==> src/rtl/alu_stimulus_gen_if.sv <==
// alu_stimulus_gen_if: vector, expected-word and error-flag bundle between stimulus source and ALU/comparator
interface alu_stimulus_gen_if;
    logic [11:0] a;
    logic [11:0] b;
    logic [2:0]  opcode;
    logic        vec_valid;
    logic [14:0] res_exp;
    logic [7:0]  err_in;
    modport master (output a, b, opcode, vec_valid, res_exp, input err_in);
    modport slave (input a, b, opcode, vec_valid, res_exp, output err_in);
endinterface

==> src/rtl/alu_stimulus_gen.sv <==
// alu_stimulus_gen: LFSR-driven ALU vector source with aligned expected word and mismatch counter
module alu_stimulus_gen #(
    parameter int unsigned NUM_VECTORS = 256,
    parameter int unsigned ALU_LATENCY = 1,
    parameter int unsigned CHECK_DELAY = 1,
    parameter logic [23:0] SEED        = 24'hACE135
) (
    input  logic               clock,
    input  logic               reset,
    input  logic               start,
    alu_stimulus_gen_if.master alu,
    output logic               busy,
    output logic               done,
    output logic               pass,
    output logic [15:0]        err_count
);
    localparam int unsigned L = ALU_LATENCY;
    localparam int unsigned C = CHECK_DELAY;
    localparam logic [23:0] POLY = 24'hC20001;
    typedef enum logic [1:0] {IDLE, RUN, DRAIN, DONE} state_t;
    state_t state, state_n;
    logic [23:0] lfsr, vec_lfsr, lfsr_n;
    logic [15:0] idx, vec_idx;
    logic [3:0]  drain_cnt;
    logic        launch, last, issue, drain_end;
    logic [11:0] a_n, b_n, r_n;
    logic [2:0]  op_n;
    logic [14:0] exp_pipe [L+1];
    logic [L:0]  exp_vld;
    logic [C-1:0] chk;

    always_comb begin
        launch    = (state == IDLE || state == DONE) && start;
        last      = idx == 16'(NUM_VECTORS - 1);
        issue     = launch || (state == RUN && !last);
        drain_end = drain_cnt == 4'(L + C - 1);
        vec_lfsr  = launch ? SEED : lfsr;
        vec_idx   = launch ? 16'd0 : idx + 16'd1;
        lfsr_n    = {vec_lfsr[22:0], 1'b0} ^ (vec_lfsr[23] ? POLY : 24'd0);
        a_n       = vec_lfsr[23:12];
        b_n       = vec_idx[5:3] == 3'b000 ? a_n : vec_lfsr[11:0];
        op_n      = vec_idx[2:0];
        r_n       = op_n == 3'd0 ? a_n + b_n :
                    op_n == 3'd1 ? a_n - b_n :
                    op_n == 3'd2 ? a_n & b_n :
                    op_n == 3'd3 ? a_n | b_n :
                    op_n == 3'd4 ? a_n ^ b_n :
                    op_n == 3'd5 ? ~a_n :
                    op_n == 3'd6 ? {a_n[10:0], 1'b0} : {1'b0, a_n[11:1]};
    end

    always_ff @(posedge clock)
        state <= reset ? IDLE : state_n;

    always_comb
        state_n = launch                        ? RUN   :
                  (state == RUN && last)        ? DRAIN :
                  (state == DRAIN && drain_end) ? DONE  : state;

    always_comb begin
        busy = state == RUN || state == DRAIN;
        done = state == DONE;
        pass = done && err_count == 16'd0;
    end

    assign alu.res_exp = exp_pipe[L];

    always_ff @(posedge clock) begin
        if (reset) begin
            lfsr          <= SEED;
            idx           <= '0;
            drain_cnt     <= '0;
            alu.a         <= '0;
            alu.b         <= '0;
            alu.opcode    <= '0;
            alu.vec_valid <= 1'b0;
            exp_vld       <= '0;
            chk           <= '0;
            err_count     <= '0;
            for (int k = 0; k <= L; k++) exp_pipe[k] <= '0;
        end else begin
            drain_cnt     <= state == DRAIN ? drain_cnt + 4'd1 : 4'd0;
            alu.vec_valid <= issue;
            if (issue) begin
                lfsr       <= lfsr_n;
                idx        <= vec_idx;
                alu.a      <= a_n;
                alu.b      <= b_n;
                alu.opcode <= op_n;
                exp_pipe[0] <= {a_n > b_n, a_n == b_n, a_n < b_n, r_n};
            end
            // data stages only advance with a valid word so res_exp holds its last value
            exp_vld[0] <= issue;
            for (int k = 1; k <= L; k++) begin
                exp_vld[k] <= exp_vld[k-1];
                if (exp_vld[k-1]) exp_pipe[k] <= exp_pipe[k-1];
            end
            chk[0] <= exp_vld[L];
            for (int k = 1; k < C; k++) chk[k] <= chk[k-1];
            err_count <= launch ? 16'd0 :
                         (busy && chk[C-1] && alu.err_in != 8'd0 && err_count != 16'hFFFF) ? err_count + 16'd1 :
                         err_count;
        end
    end
endmodule

==> src/flat_wrapper.sv <==
// flat-port wrapper written by rule: the top's interface ports become plain ports
module alu_stimulus_gen_flat 
#(
    parameter int unsigned NUM_VECTORS = 256,
    parameter int unsigned ALU_LATENCY = 1,
    parameter int unsigned CHECK_DELAY = 1,
    parameter logic [23:0] SEED        = 24'hACE135
)
  (clock, reset, start, busy, done, pass, err_count, alu_a, alu_b, alu_opcode, alu_vec_valid, alu_res_exp, alu_err_in);
  alu_stimulus_gen_if alu_i ();
  input  logic clock;
  input  logic reset;
  input  logic start;
  output logic busy;
  output logic done;
  output logic pass;
  output logic [15:0] err_count;
  output wire logic [$bits(alu_i.a)-1:0] alu_a;
  output wire logic [$bits(alu_i.b)-1:0] alu_b;
  output wire logic [$bits(alu_i.opcode)-1:0] alu_opcode;
  output wire logic [$bits(alu_i.vec_valid)-1:0] alu_vec_valid;
  output wire logic [$bits(alu_i.res_exp)-1:0] alu_res_exp;
  input wire logic [$bits(alu_i.err_in)-1:0] alu_err_in;
  assign alu_a = alu_i.a;
  assign alu_b = alu_i.b;
  assign alu_opcode = alu_i.opcode;
  assign alu_vec_valid = alu_i.vec_valid;
  assign alu_res_exp = alu_i.res_exp;
  assign alu_i.err_in = alu_err_in;
  alu_stimulus_gen #(.NUM_VECTORS(NUM_VECTORS), .ALU_LATENCY(ALU_LATENCY), .CHECK_DELAY(CHECK_DELAY), .SEED(SEED)) u_core (.clock(clock), .reset(reset), .start(start), .alu(alu_i), .busy(busy), .done(done), .pass(pass), .err_count(err_count));
endmodule
==> config.mk <==
export PLATFORM = sky130hd
export DESIGN_NAME = alu_stimulus_gen_flat
export DESIGN_NICKNAME = d
export VERILOG_FILES = /design/src/rtl/alu_stimulus_gen_if.sv /design/src/rtl/alu_stimulus_gen.sv /design/src/flat_wrapper.sv
export SDC_FILE = /design/constraint.sdc
export NUM_CORES = 1
export LEC_CHECK = 0
export BUFFER_PORTS_ARGS = -buffer_cell sky130_fd_sc_hd__buf_2
export CAP_MARGIN = 30
export CORE_ASPECT_RATIO = 0.6
export CORE_MARGIN = 2
export CORE_UTILIZATION = 35
export CTS_CLUSTER_SIZE = 30
export DETAILED_ROUTE_END_ITERATION = 12
export PLACE_DENSITY_LB_ADDON = 0.05
export REMOVE_ABC_BUFFERS = 1
export SYNTH_ARGS = -nofsm -noshare
export SYNTH_HDL_FRONTEND = slang
export SYNTH_SLANG_ARGS = --single-unit
==> constraint.sdc <==
create_clock -name clock -period 11.3 [get_ports clock]
set_input_delay 1.695 -clock clock [delete_from_list [all_inputs] [get_ports clock]]
set_output_delay 1.695 -clock clock [all_outputs]
set_load 0.03 [all_outputs]
* Word level (Yosys, flattened, before mapping)
Memories as Yosys holds them, arrays and structs flattened. Cells that the tools add are included.
Storage, ports and cells: bits in registers 93, bits in latches 0, RAM bits 30, memory bits (read-only) 0, input bits 11, word-level logic and storage cells 86, memories kept 1
Memories:
- u_core.exp_pipe | words 2, width 15, read ports 2, clocked after memory_dff 0, wr ports 2, line alu_stimulus_gen.sv:28 | logic [14:0] exp_pipe [L+1];
Operators by class: $add $sub $neg 5, multipliers 0, divide/modulo/power cells 0, magnitude comparators 2, equality and inequality tests 13, shift operators 0, multiplexer cells 24, bitwise operators 8, reductions and logical operators 21
Operators with widths (number):
- 12-bit 2-to-1 mux | 8
- 24-bit 2-to-1 mux | 2
- 16-bit by 1-bit adder with 16-bit output (second input constant) | 2
- 15-bit 2-to-1 mux | 2
- 24-bit XOR | 1
- 16-bit by 8-bit == test with 1-bit output (second input constant) | 1
- 16-bit zero test | 1
- 16-bit 2-to-1 mux | 1
- 16-bit inequality test (second input constant) | 1
- 12-bit adder | 1
- 12-bit bitwise AND | 1
- 12-bit == test | 1
- 12-bit > comparator | 1
- 12-bit less-than comparator | 1
- 12-bit NOT | 1
- 12-bit bitwise OR | 1
- 12-bit subtractor | 1
- 12-bit XOR | 1
- 3-bit == test (second input constant) | 3
- 1-bit 2-to-1 mux | 9
- 1-bit logical AND | 8
- 8-bit nonzero test | 1
- 3-bit by 2-bit == test with 1-bit output (second input constant) | 2
- 3-bit zero test | 2
- other kinds (14) | 20

* Longest topological paths before layout
Gate-level depths: netlist of the first run.
depth after elaboration 13, mapped depth 18, gate-level depth less buffers 16

* Worst setup path after synthesis of the first run
No wires, ideal clock.
path type input -> register, start point in start, end point mem u_core.exp_pipe[0][10], data pin, library setup time 0.259 ns, data arrival time 4.438 ns, slack 6.603 ns, stages 15, path through and2_1 clkbuf_1 a311oi_2 buf_2 a21oi_1 inv_1 ha_1 inv_1 fa_1 nor2b_1 o311a_1 o311ai_0 a211oi_1 nor2b_1 a21oi_1
RTL lines:
- start, declared | line flat_wrapper.sv:13 | input logic start;
- end, declared | line alu_stimulus_gen.sv:28

==> results.json, run 1 <==
{
  "power_density_nw_per_um2": 168,
  "tns_ps": 0,
  "crit_fanout": 24,
  "grt_setup_unrepaired": "false",
  "worst-r2r-cell-count": 15,
  "die_h_um": 115,
  "p_leak_nw": 3.37,
  "wire_per_inst_um": 18.5,
  "grt_max_degree": 45,
  "fp.dieArea_um2": 21700,
  "layout_setup_ws_ps": 6200,
  "power_frac_comb": 0.203,
  "cts_tree": "built",
  "cts-htree-levels": 4,
  "ys_warn_count": 0,
  "grt_first_pass_wirelength_mm": 34.3,
  "synth-seq-cells": 117,
  "p_switching_mw": 0.405,
  "critPathSlowestCell": "o311ai_0",
  "power.share.switching": 0.291,
  "relSlewSlack": 0.440,
  "utilization": 0.412,
  "stdcell_count": 1171,
  "fp-row-count": 40,
  "worst_r2r_endpoint": "u_core.exp_pipe[0][11]$_SDFFCE_PN0P_",
  "endpoint_kind": "register",
  "dpl-instance-area_um2": 7580,
  "antenna_cells": 0,
  "synthFlopType": "dfxtp_1",
  "critPathMaxStageDelay_ps": 600,
  "crit_path_start_kind": "input pin",
  "hold_viol_final": 0,
  "grt_antenna_before_repair": 0,
  "seq_power_share": 0.348,
  "placed_cells": 1139,
  "worstPathArrival_ps": 5370,
  "synth_edf_count": 30,
  "power_frac_clock": 0.449,
  "drive_gt1_frac": 0.149,
  "final_cell_mix": "nor2_1, nand2_1, dfxtp_1",
  "setup_viol": 0,
  "clock_latency_ps": 430,
  "gp_congestion": 0.812,
  "peakVddDrop_mv": 0.105,
  "dr.pass1.iters": 5,
  "postSynthCellCount": 853,
  "vias": 6253,
  "final_common_cell": "nor2_1",
  "critical_path_required_ps": 11570,
  "hold_class": "reg2reg",
  "portBuffers": 72,
  "grt_overflow_total": 0,
  "fin_skew_ps": 6.57,
  "synth_cell_types": 77,
  "postCtsSetupBuffers": 0,
  "ant_nets": 0,
  "nNetsFinal": 942,
  "intPower_mw": 0.985,
  "design_area_um2": 8260,
  "cp_num_buf_inv": 3,
  "syn_area_um2": 7170,
  "areaGrowthSynthToFinish_pct": 15.2,
  "drt_iter0_drc": 511,
  "cp-endpoint": "u_core.exp_pipe[0][11]$_SDFFCE_PN0P_",
  "dpl_worst_slack_ps": 5850,
  "ctsLongestPathBuffers": 2,
  "cp-startpoint": "start",
  "ff_latch_area_um2": 2640,
  "ctsResizeCount": 0,
  "core-area_um2": 20100,
  "fillers": 2038,
  "ys_seq_area_frac": 0.369,
  "status": "complete, no violations",
  "drc": 0,
  "viasPerCell": 5.34,
  "async_reset_ff_frac": 0,
  "multi_input_comb_area_um2": 3950,
  "globalRouteTotalUtil": 0.207,
  "r2r_start": "u_core.idx[0]$_SDFFE_PP0P_",
  "period_minus_slack_ps": 5100,
  "crit_chain": "buf_2, and2_1, buf_4, a311oi_2, buf_4, nor2_1, a21oi_1, ha_1, nor2_1, o311ai_0, a31oi_1, a221oi_1, nand3_1, a211oi_1",
  "path_delay_family": "compound AO/OA/AOI/OAI gates",
  "syn-mean-instance-area_um2": 8.40,
  "report.power.total_mw": 1.39,
  "clkTransAtPathRegs_ps": 50,
  "ff2ff_setup_slack_ps": 6400,
  "hpwlAfterDp_mm": 15.8,
  "grt_pass1_vias": 6056,
  "crit_type": "in2reg",
  "postCtsHoldBufs": 0,
  "top_level_ports": 73,
  "finalCritPeriodShare": 0.452,
  "worst_pin_slew_ps": 833,
  "hold_ws_ps": 445,
  "fmax_mhz": 196,
  "cts_buffers": 17,
  "wl_mm": 21.7,
  "initial_core_util": 0.357,
  "cts.sinks": 117,
  "maxCapViolCount": 0,
  "dieWidth_um": 189,
  "path_depth": 14,
  "ctsRootBufferMaster": "clkbuf_16",
  "slew_violations": 0
}
-- registers in the layout (all words and copies together) (netlist names) --
signal / flops
u_core.lfsr: 24
u_core.exp_pipe: 30
u_core.exp_vld: 2
u_core.drain_cnt: 4
u_core.state: 2
u_core.err_count: 16
u_core.alu.b: 12
u_core.alu.a: 10
u_core.chk: 1
u_core.idx: 16
-- Yosys cell counts (16+ instances only) --
cell | count | area (µm²)
o21ai_0 | 39 | 195
xnor2_1 | 23 | 201
buf_2 | 16 | 80.1
dfxtp_1 | 87 | 1740
edfxtp_1 | 30 | 901
nor2_1 | 88 | 330
a21oi_1 | 72 | 360
clkbuf_1 | 22 | 82.6
nor3_1 | 16 | 80.1
and2_1 | 17 | 106
xor2_1 | 16 | 140
inv_1 | 49 | 184
nand2_1 | 87 | 327
nand3_1 | 18 | 90.1
ha_1 | 44 | 551
buf_4 | 24 | 180
-- how the worst min path moves through the flow --
stage,slack [ps],cells past startpoint,from,endpoint
4_1_cts,450,1,u_core.exp_vld[1]$_SDFF_PP0_,u_core.chk$_SDFF_PP0_
3_3_place_gp,440,2,u_core.alu.a[10]$_SDFFE_PP0P_,u_core.alu.a[10]$_SDFFE_PP0P_
2_1_floorplan,410,1,u_core.exp_vld[1]$_SDFF_PP0_,u_core.chk$_SDFF_PP0_
5_1_grt,470,1,u_core.exp_vld[1]$_SDFF_PP0_,u_core.chk$_SDFF_PP0_
6_report,440,1,u_core.exp_vld[1]$_SDFF_PP0_,u_core.chk$_SDFF_PP0_
3_5_place_dp,430,1,u_core.exp_vld[1]$_SDFF_PP0_,u_core.chk$_SDFF_PP0_
-- routing by layer --
metal,part of all wire,GRT usage
met4,0.015,0.0693
met2,0.41,0.303
met1,0.52,0.303
met5,0,0
met3,0.056,0.0430
-- power by group through the flow --
stage / sequential (mW) / clock (mW) / combinational, mW
2_1_floorplan: 0.516 / 0 / 0.166
3_3_place_gp: 0.492 / 0 / 0.280
3_5_place_dp: 0.492 / 0 / 0.279
4_1_cts: 0.484 / 0.637 / 0.280
5_1_grt: 0.487 / 0.654 / 0.309
6_report: 0.484 / 0.625 / 0.282
-- logic make-up after synthesis --
logic type,Yosys count,synth area share
flops,117,0.369
fa+ha+maj,46,0.0824
xor+xnor,40,0.0515
mux,16,0.0225
compound gates,214,0.194
simple gates,298,0.199
buf+inv,122,0.0815
-- final cells by class --
cell class | instances | share of cell area
clock inverters | 6 | 0.0158
flip-flops and latches | 117 | 0.320
inverters | 52 | 0.0236
clock buffers | 26 | 0.0670
multi-input cells | 614 | 0.479
well taps | 273 | 0.0414
repair buffers | 83 | 0.0536
(Power assumes the default switching activity.)
==> run 2, diff against run 1 <==
- clock period: 11.3 -> 4.1 ns (I/O delays scaled with it)
==> run 2 against run 1 <==
Net effect: sequential share of layout area barely moved; register-to-register slack got worse by 6200 ps; combinational power rose to 2.9 times the previous value; routed wire length rose by 0.75%; core utilization barely moved; sequential cell count did not move; clock skew rose by 5.0 ps; largest power group is now registers.
==> results.json, run 2 (synthesized netlist as in run 1, its figures left out) <==
{
  "status": "complete, no violations",
  "power_density_nw_per_um2": 418,
  "postCtsSetupBuffers": 0,
  "drive_gt1_frac": 0.166,
  "final_cell_mix": "nor2_1, nand2_1, dfxtp_1",
  "grt_max_degree": 44,
  "largest_register_ffs": 30,
  "p_leak_nw": 3.40,
  "hold-path-cell-count": 2,
  "antenna_cells": 0,
  "drc": 0,
  "endpoint_kind": "register",
  "maxCapViolCount": 0,
  "grt_pass1_vias": 6091,
  "postCtsHoldBufs": 0,
  "hpwlAfterDp_mm": 16.1,
  "seq_power_share": 0.385,
  "initial_core_util": 0.357,
  "die_h_um": 115,
  "viasPerCell": 5.29,
  "power.share.switching": 0.317,
  "placed_cells": 1160,
  "multi_input_comb_area_um2": 3960,
  "power_frac_comb": 0.235,
  "cts_tree": "built",
  "top_regs": "u_core.exp_pipe: 30 flops, u_core.lfsr: 24 flops",
  "grt_antenna_before_repair": 0,
  "power_frac_clock": 0.379,
  "crit_fanout": 23,
  "areaGrowthSynthToFinish_pct": 15.2,
  "critical_path_required_ps": 4280,
  "nNetsFinal": 963,
  "ctsRootBufferMaster": "clkbuf_16",
  "worstPathArrival_ps": 4040,
  "stdcell_count": 1191,
  "ant_nets": 0,
  "relSlewSlack": 0.415,
  "worst-r2r-cell-count": 16,
  "fp.dieArea_um2": 21700,
  "worst_pin_slew_ps": 870,
  "period_minus_slack_ps": 3860,
  "wire_per_inst_um": 18.4,
  "report.power.total_mw": 3.46,
  "slew_violations": 0,
  "fmax_mhz": 259,
  "peakVddDrop_mv": 0.286,
  "hp-start": "u_core.alu.b[0]$_SDFFE_PP0P_",
  "dpl-instance-area_um2": 7730,
  "setup_viol": 0,
  "p_switching_mw": 1.10,
  "cts.sinks": 117,
  "hold_class": "reg2reg",
  "globalRouteTotalUtil": 0.208,
  "vias": 6305,
  "fp-row-count": 40,
  "max_flop_register": "u_core.exp_pipe",
  "grt_overflow_total": 0,
  "grt_first_pass_wirelength_mm": 34.4,
  "drt_iter0_drc": 467,
  "ff_latch_area_um2": 2640,
  "dr.pass1.iters": 5,
  "gp_congestion": 0.886,
  "core-area_um2": 20100,
  "dieWidth_um": 189,
  "intPower_mw": 2.36,
  "design_area_um2": 8260,
  "utilization": 0.411,
  "cts-htree-levels": 4,
  "ff2ff_setup_slack_ps": 240,
  "top_level_ports": 73,
  "crit_path_start_kind": "register",
  "wl_mm": 21.9,
  "fillers": 2037,
  "layout_setup_ws_ps": 241,
  "ctsLongestPathBuffers": 2,
  "dpl_worst_slack_ps": 158,
  "min_to": "u_core.alu.b[0]$_SDFFE_PP0P_",
  "cts_buffers": 17,
  "worst_r2r_endpoint": "u_core.exp_pipe[0][14]$_SDFFCE_PN0P_",
  "clkTransAtPathRegs_ps": 60,
  "crit_type": "reg2reg",
  "clock_latency_ps": 420,
  "r2r_start": "u_core.state[0]$_SDFFE_PP0P_",
  "portBuffers": 72,
  "final_common_cell": "nor2_1",
  "hold_viol_final": 0,
  "fin_skew_ps": 11.6,
  "finalCritPeriodShare": 0.941
}
run 2: final cells by class:
cell class              instances  share of cell area
multi-input cells             614               0.480
flip-flops and latches        117               0.320
repair buffers                104              0.0742
clock buffers                  25              0.0576
well taps                     273              0.0414
inverters                      52              0.0236
clock inverters                 6             0.00364
run 2: layer usage:
metal  routed length [µm]  global-route usage
met1                11500               0.309
met2                 8930               0.297
met3                 1160              0.0479
met4                  282              0.0594
met5                    0                   0
run 2: what timing repair did:
| action | 4_1_cts | 5_1_grt |
|---|---|---|
| endpoints found under the setup margin | 0 | 7 |
| resized for setup | 0 | 5 |
| endpoints found under the hold margin | 0 | 0 |
run 2: metrics by stage:
step | TNS (ps) | hold WS [ps]
after floorplan | -9950 | 414
after global placement | 0 | 435
after detailed placement | 0 | 431
after CTS | 0 | 449
after global routing | -20.9 | 465
final | 0 | 445
run 2: worst max path at each step:
| stage | from | end | slack, ps |
|---|---|---|---|
| final | u_core.state[0]$_SDFFE_PP0P_ | u_core.exp_pipe[0][14]$_SDFFCE_PN0P_ | 240 |
| after global routing | u_core.state[0]$_SDFFE_PP0P_ | u_core.exp_pipe[0][8]$_SDFFCE_PN0P_ | -20 |
| after CTS | u_core.state[0]$_SDFFE_PP0P_ | u_core.exp_pipe[0][14]$_SDFFCE_PN0P_ | 140 |
| after detailed placement | u_core.state[0]$_SDFFE_PP0P_ | u_core.exp_pipe[0][14]$_SDFFCE_PN0P_ | 160 |
| after global placement | u_core.state[0]$_SDFFE_PP0P_ | u_core.exp_pipe[0][10]$_SDFFCE_PN0P_ | 250 |
| after floorplan | u_core.idx[0]$_SDFFE_PP0P_ | u_core.exp_pipe[0][10]$_SDFFCE_PN0P_ | -960 |
run 2: critical path, stage by stage (launching register included):
cell and delay (ps):
dfxtp_1 380, inv_1 60, ha_1 320, and2_1 220, a311oi_2 280, buf_12 210, a21oi_1 120, inv_1 110
ha_1 170, inv_1 60, fa_1 440, nor2b_1 190, o311a_1 360, nor3_2 270, o221ai_1 150, a21oi_1 230
nor2_1 70
run 2: power by group through the flow:
stage                     sequential (mW)  combinational, mW  clock, mW
after floorplan                      1.42              0.459          0
final                                1.33              0.813       1.31
after global routing                 1.34              0.893       1.41
after global placement               1.35              0.794          0
after detailed placement             1.36              0.795          0
after CTS                            1.33              0.800       1.34
==> run 3, diff against run 2 <==
==> constraint.sdc (replaced) <==
create_clock -name clock -period 4.1 [get_ports clock]
set_input_delay 1.025 -clock clock [delete_from_list [all_inputs] [get_ports clock]]
set_output_delay 1.025 -clock clock [all_outputs]
set_load 0.03 [all_outputs]
==> run 3 against run 2 <==
Net effect: clock-buffer cell count fell by 1; maximum frequency rose by 2.1%; sequential power barely moved; clock power rose by 26%; worst setup slack improved by 81 ps; combinational power rose by 4.2%; sequential share of layout area fell by 1.2 points; total power rose by 11%; die area did not move; global-route usage rose by 0.66 points; sequential cell count did not move; largest cell class unchanged; core utilization rose by 1.6 points.
==> results.json, run 3 (synthesized netlist as in run 1, its figures left out) <==
{
  "dr.pass1.iters": 5,
  "dieWidth_um": 189,
  "final_cell_mix": "nor2_1, nand2_1, dfxtp_1",
  "ctsLongestPathBuffers": 2,
  "status": "complete, no violations",
  "peakVddDrop_mv": 0.287,
  "cts-htree-levels": 4,
  "design_area_um2": 8570,
  "fp-row-count": 40,
  "hold_class": "reg2reg",
  "ant_nets": 0,
  "finalCritPeriodShare": 0.922,
  "wire_per_inst_um": 18.3,
  "crit_chain": "ha_1, nand2_2, mux2i_1, a311oi_2, buf_6, a21oi_1, inv_1, ha_1, inv_1, fa_1, nand2b_1, a21o_1, a211oi_2, mux2i_1, o21ai_0, a21oi_1",
  "path_delay_family": "compound AO/OA/AOI/OAI gates",
  "endpoint_kind": "register",
  "period_minus_slack_ps": 3780,
  "power_frac_comb": 0.221,
  "maxCapViolCount": 0,
  "seq_power_share": 0.348,
  "report.power.total_mw": 3.82,
  "crit_type": "reg2reg",
  "top_regs": "u_core.exp_pipe: 30 flops, u_core.lfsr: 24 flops",
  "globalRouteTotalUtil": 0.214,
  "fillers": 2024,
  "ff2ff_setup_slack_ps": 320,
  "grt_setup_unrepaired": "false",
  "relSlewSlack": 0.396,
  "cp-endpoint": "u_core.exp_pipe[0][10]$_SDFFCE_PN0P_",
  "largest_register_ffs": 30,
  "cts_buffers": 17,
  "grt_antenna_before_repair": 0,
  "final_common_cell": "nor2_1",
  "p_leak_nw": 3.57,
  "areaGrowthSynthToFinish_pct": 19.6,
  "placed_cells": 1181,
  "grt_max_degree": 44,
  "crit_path_start_kind": "register",
  "drive_gt1_frac": 0.191,
  "fp.dieArea_um2": 21700,
  "cts.sinks": 117,
  "path_depth": 16,
  "intPower_mw": 2.69,
  "die_h_um": 115,
  "clkTransAtPathRegs_ps": 60,
  "drt_iter0_drc": 536,
  "top_level_ports": 73,
  "core-area_um2": 20100,
  "cp_num_buf_inv": 3,
  "antenna_cells": 0,
  "hpwlAfterDp_mm": 16.5,
  "critical_path_required_ps": 4370,
  "portBuffers": 72,
  "hold_ws_ps": 450,
  "vias": 6467,
  "cts_tree": "built",
  "stdcell_count": 1213,
  "setup_viol": 0,
  "max_flop_register": "u_core.exp_pipe",
  "p_switching_mw": 1.13,
  "dpl-instance-area_um2": 7890,
  "slew_violations": 0,
  "critPathMaxStageDelay_ps": 410,
  "power_frac_clock": 0.431,
  "nNetsFinal": 984,
  "tns_ps": 0,
  "r2r_start": "u_core.idx[1]$_SDFFE_PP0P_",
  "fmax_mhz": 265,
  "multi_input_comb_area_um2": 3970,
  "grt_pass1_vias": 6311,
  "grt_overflow_total": 0,
  "cp-startpoint": "u_core.idx[1]$_SDFFE_PP0P_",
  "drc": 0,
  "power_density_nw_per_um2": 446,
  "grt_first_pass_wirelength_mm": 35.7,
  "crit_fanout": 9,
  "worst_pin_slew_ps": 899,
  "initial_core_util": 0.357,
  "viasPerCell": 5.33,
  "critPathSlowestCell": "fa_1",
  "ff_latch_area_um2": 2640,
  "fin_skew_ps": 7.58,
  "hold_viol_final": 0,
  "clock_latency_ps": 430,
  "worstPathArrival_ps": 4050,
  "ctsRootBufferMaster": "clkbuf_16",
  "wl_mm": 22.1,
  "worst_r2r_endpoint": "u_core.exp_pipe[0][10]$_SDFFCE_PN0P_",
  "power.share.switching": 0.296,
  "gp_congestion": 0.837,
  "worst-r2r-cell-count": 16
}
run 3: cell count changes in the layout (fill, tap and decap cells not counted), sizes merged:
cell / delta
clkbuf: -1
clkinvlp: +1
bufinv: +4
buf: +21
clkinv: -3
run 3: worst register-to-register path: cells and delay by family (launching register included):
| family | cells | cell delay [ps] |
|---|---|---|
| DFF | 1 | 390 |
| and+or+nand+nor | 2 | 340 |
| AOI/OAI and AO/OA | 6 | 1260 |
| adders and majority gates | 3 | 850 |
| muxes | 2 | 450 |
| buffers and inverters | 3 | 350 |
run 3: stage by stage:
stage / utilization / setup slack [ps]
after floorplan: - / -959
after CTS: 0.425 / 147
final: 0.427 / 322
after detailed placement: 0.393 / -174
after global placement: 0.393 / -48.6
after global routing: 0.427 / 5.50
run 3: how the worst min path moves through the flow:
stage | endpoint | cells past startpoint | slack, ps | from
4_1_cts | u_core.alu.b[0]$_SDFFE_PP0P_ | 2 | 450 | u_core.alu.b[0]$_SDFFE_PP0P_
3_3_place_gp | u_core.chk$_SDFF_PP0_ | 1 | 430 | u_core.exp_vld[1]$_SDFF_PP0_
2_1_floorplan | u_core.chk$_SDFF_PP0_ | 1 | 410 | u_core.exp_vld[1]$_SDFF_PP0_
3_5_place_dp | u_core.alu.b[4]$_SDFFE_PP0P_ | 2 | 440 | u_core.alu.b[4]$_SDFFE_PP0P_
6_report | u_core.alu.b[0]$_SDFFE_PP0P_ | 2 | 450 | u_core.alu.b[0]$_SDFFE_PP0P_
5_1_grt | u_core.alu.a[10]$_SDFFE_PP0P_ | 2 | 470 | u_core.alu.a[10]$_SDFFE_PP0P_
run 3: routing by layer:
layer  vias to the layer above  part of all wire  GRT usage
met4                         0             0.012     0.0625
met3                        17             0.049     0.0440
met1                      3156              0.53      0.321
met5                         -                 0          0
li1                       3123                 -          -
met2                       171              0.41      0.309
run 3: area by class of cell:
class | instances | area share
multi-input cells | 614 | 0.463
flip-flops and latches | 117 | 0.308
repair buffers | 125 | 0.0904
clock buffers | 24 | 0.0587
well taps | 273 | 0.0398
inverters | 52 | 0.0228
clock inverters | 8 | 0.0166
run 3: power by group through the flow:
| stage | combinational, mW | clock, mW | sequential [mW] |
|---|---|---|---|
| 5_1_grt | 0.931 | 1.73 | 1.34 |
| 4_1_cts | 0.833 | 1.68 | 1.33 |
| 2_1_floorplan | 0.459 | 0 | 1.42 |
| 6_report | 0.847 | 1.65 | 1.33 |
| 3_3_place_gp | 0.827 | 0 | 1.35 |
| 3_5_place_dp | 0.829 | 0 | 1.35 |
run 3: repair_timing:
action	4_1_cts	5_1_grt
gates resized for setup	0	9
hold buffers	0	0
setup endpoints to repair	0	8
buffers inserted	0	0
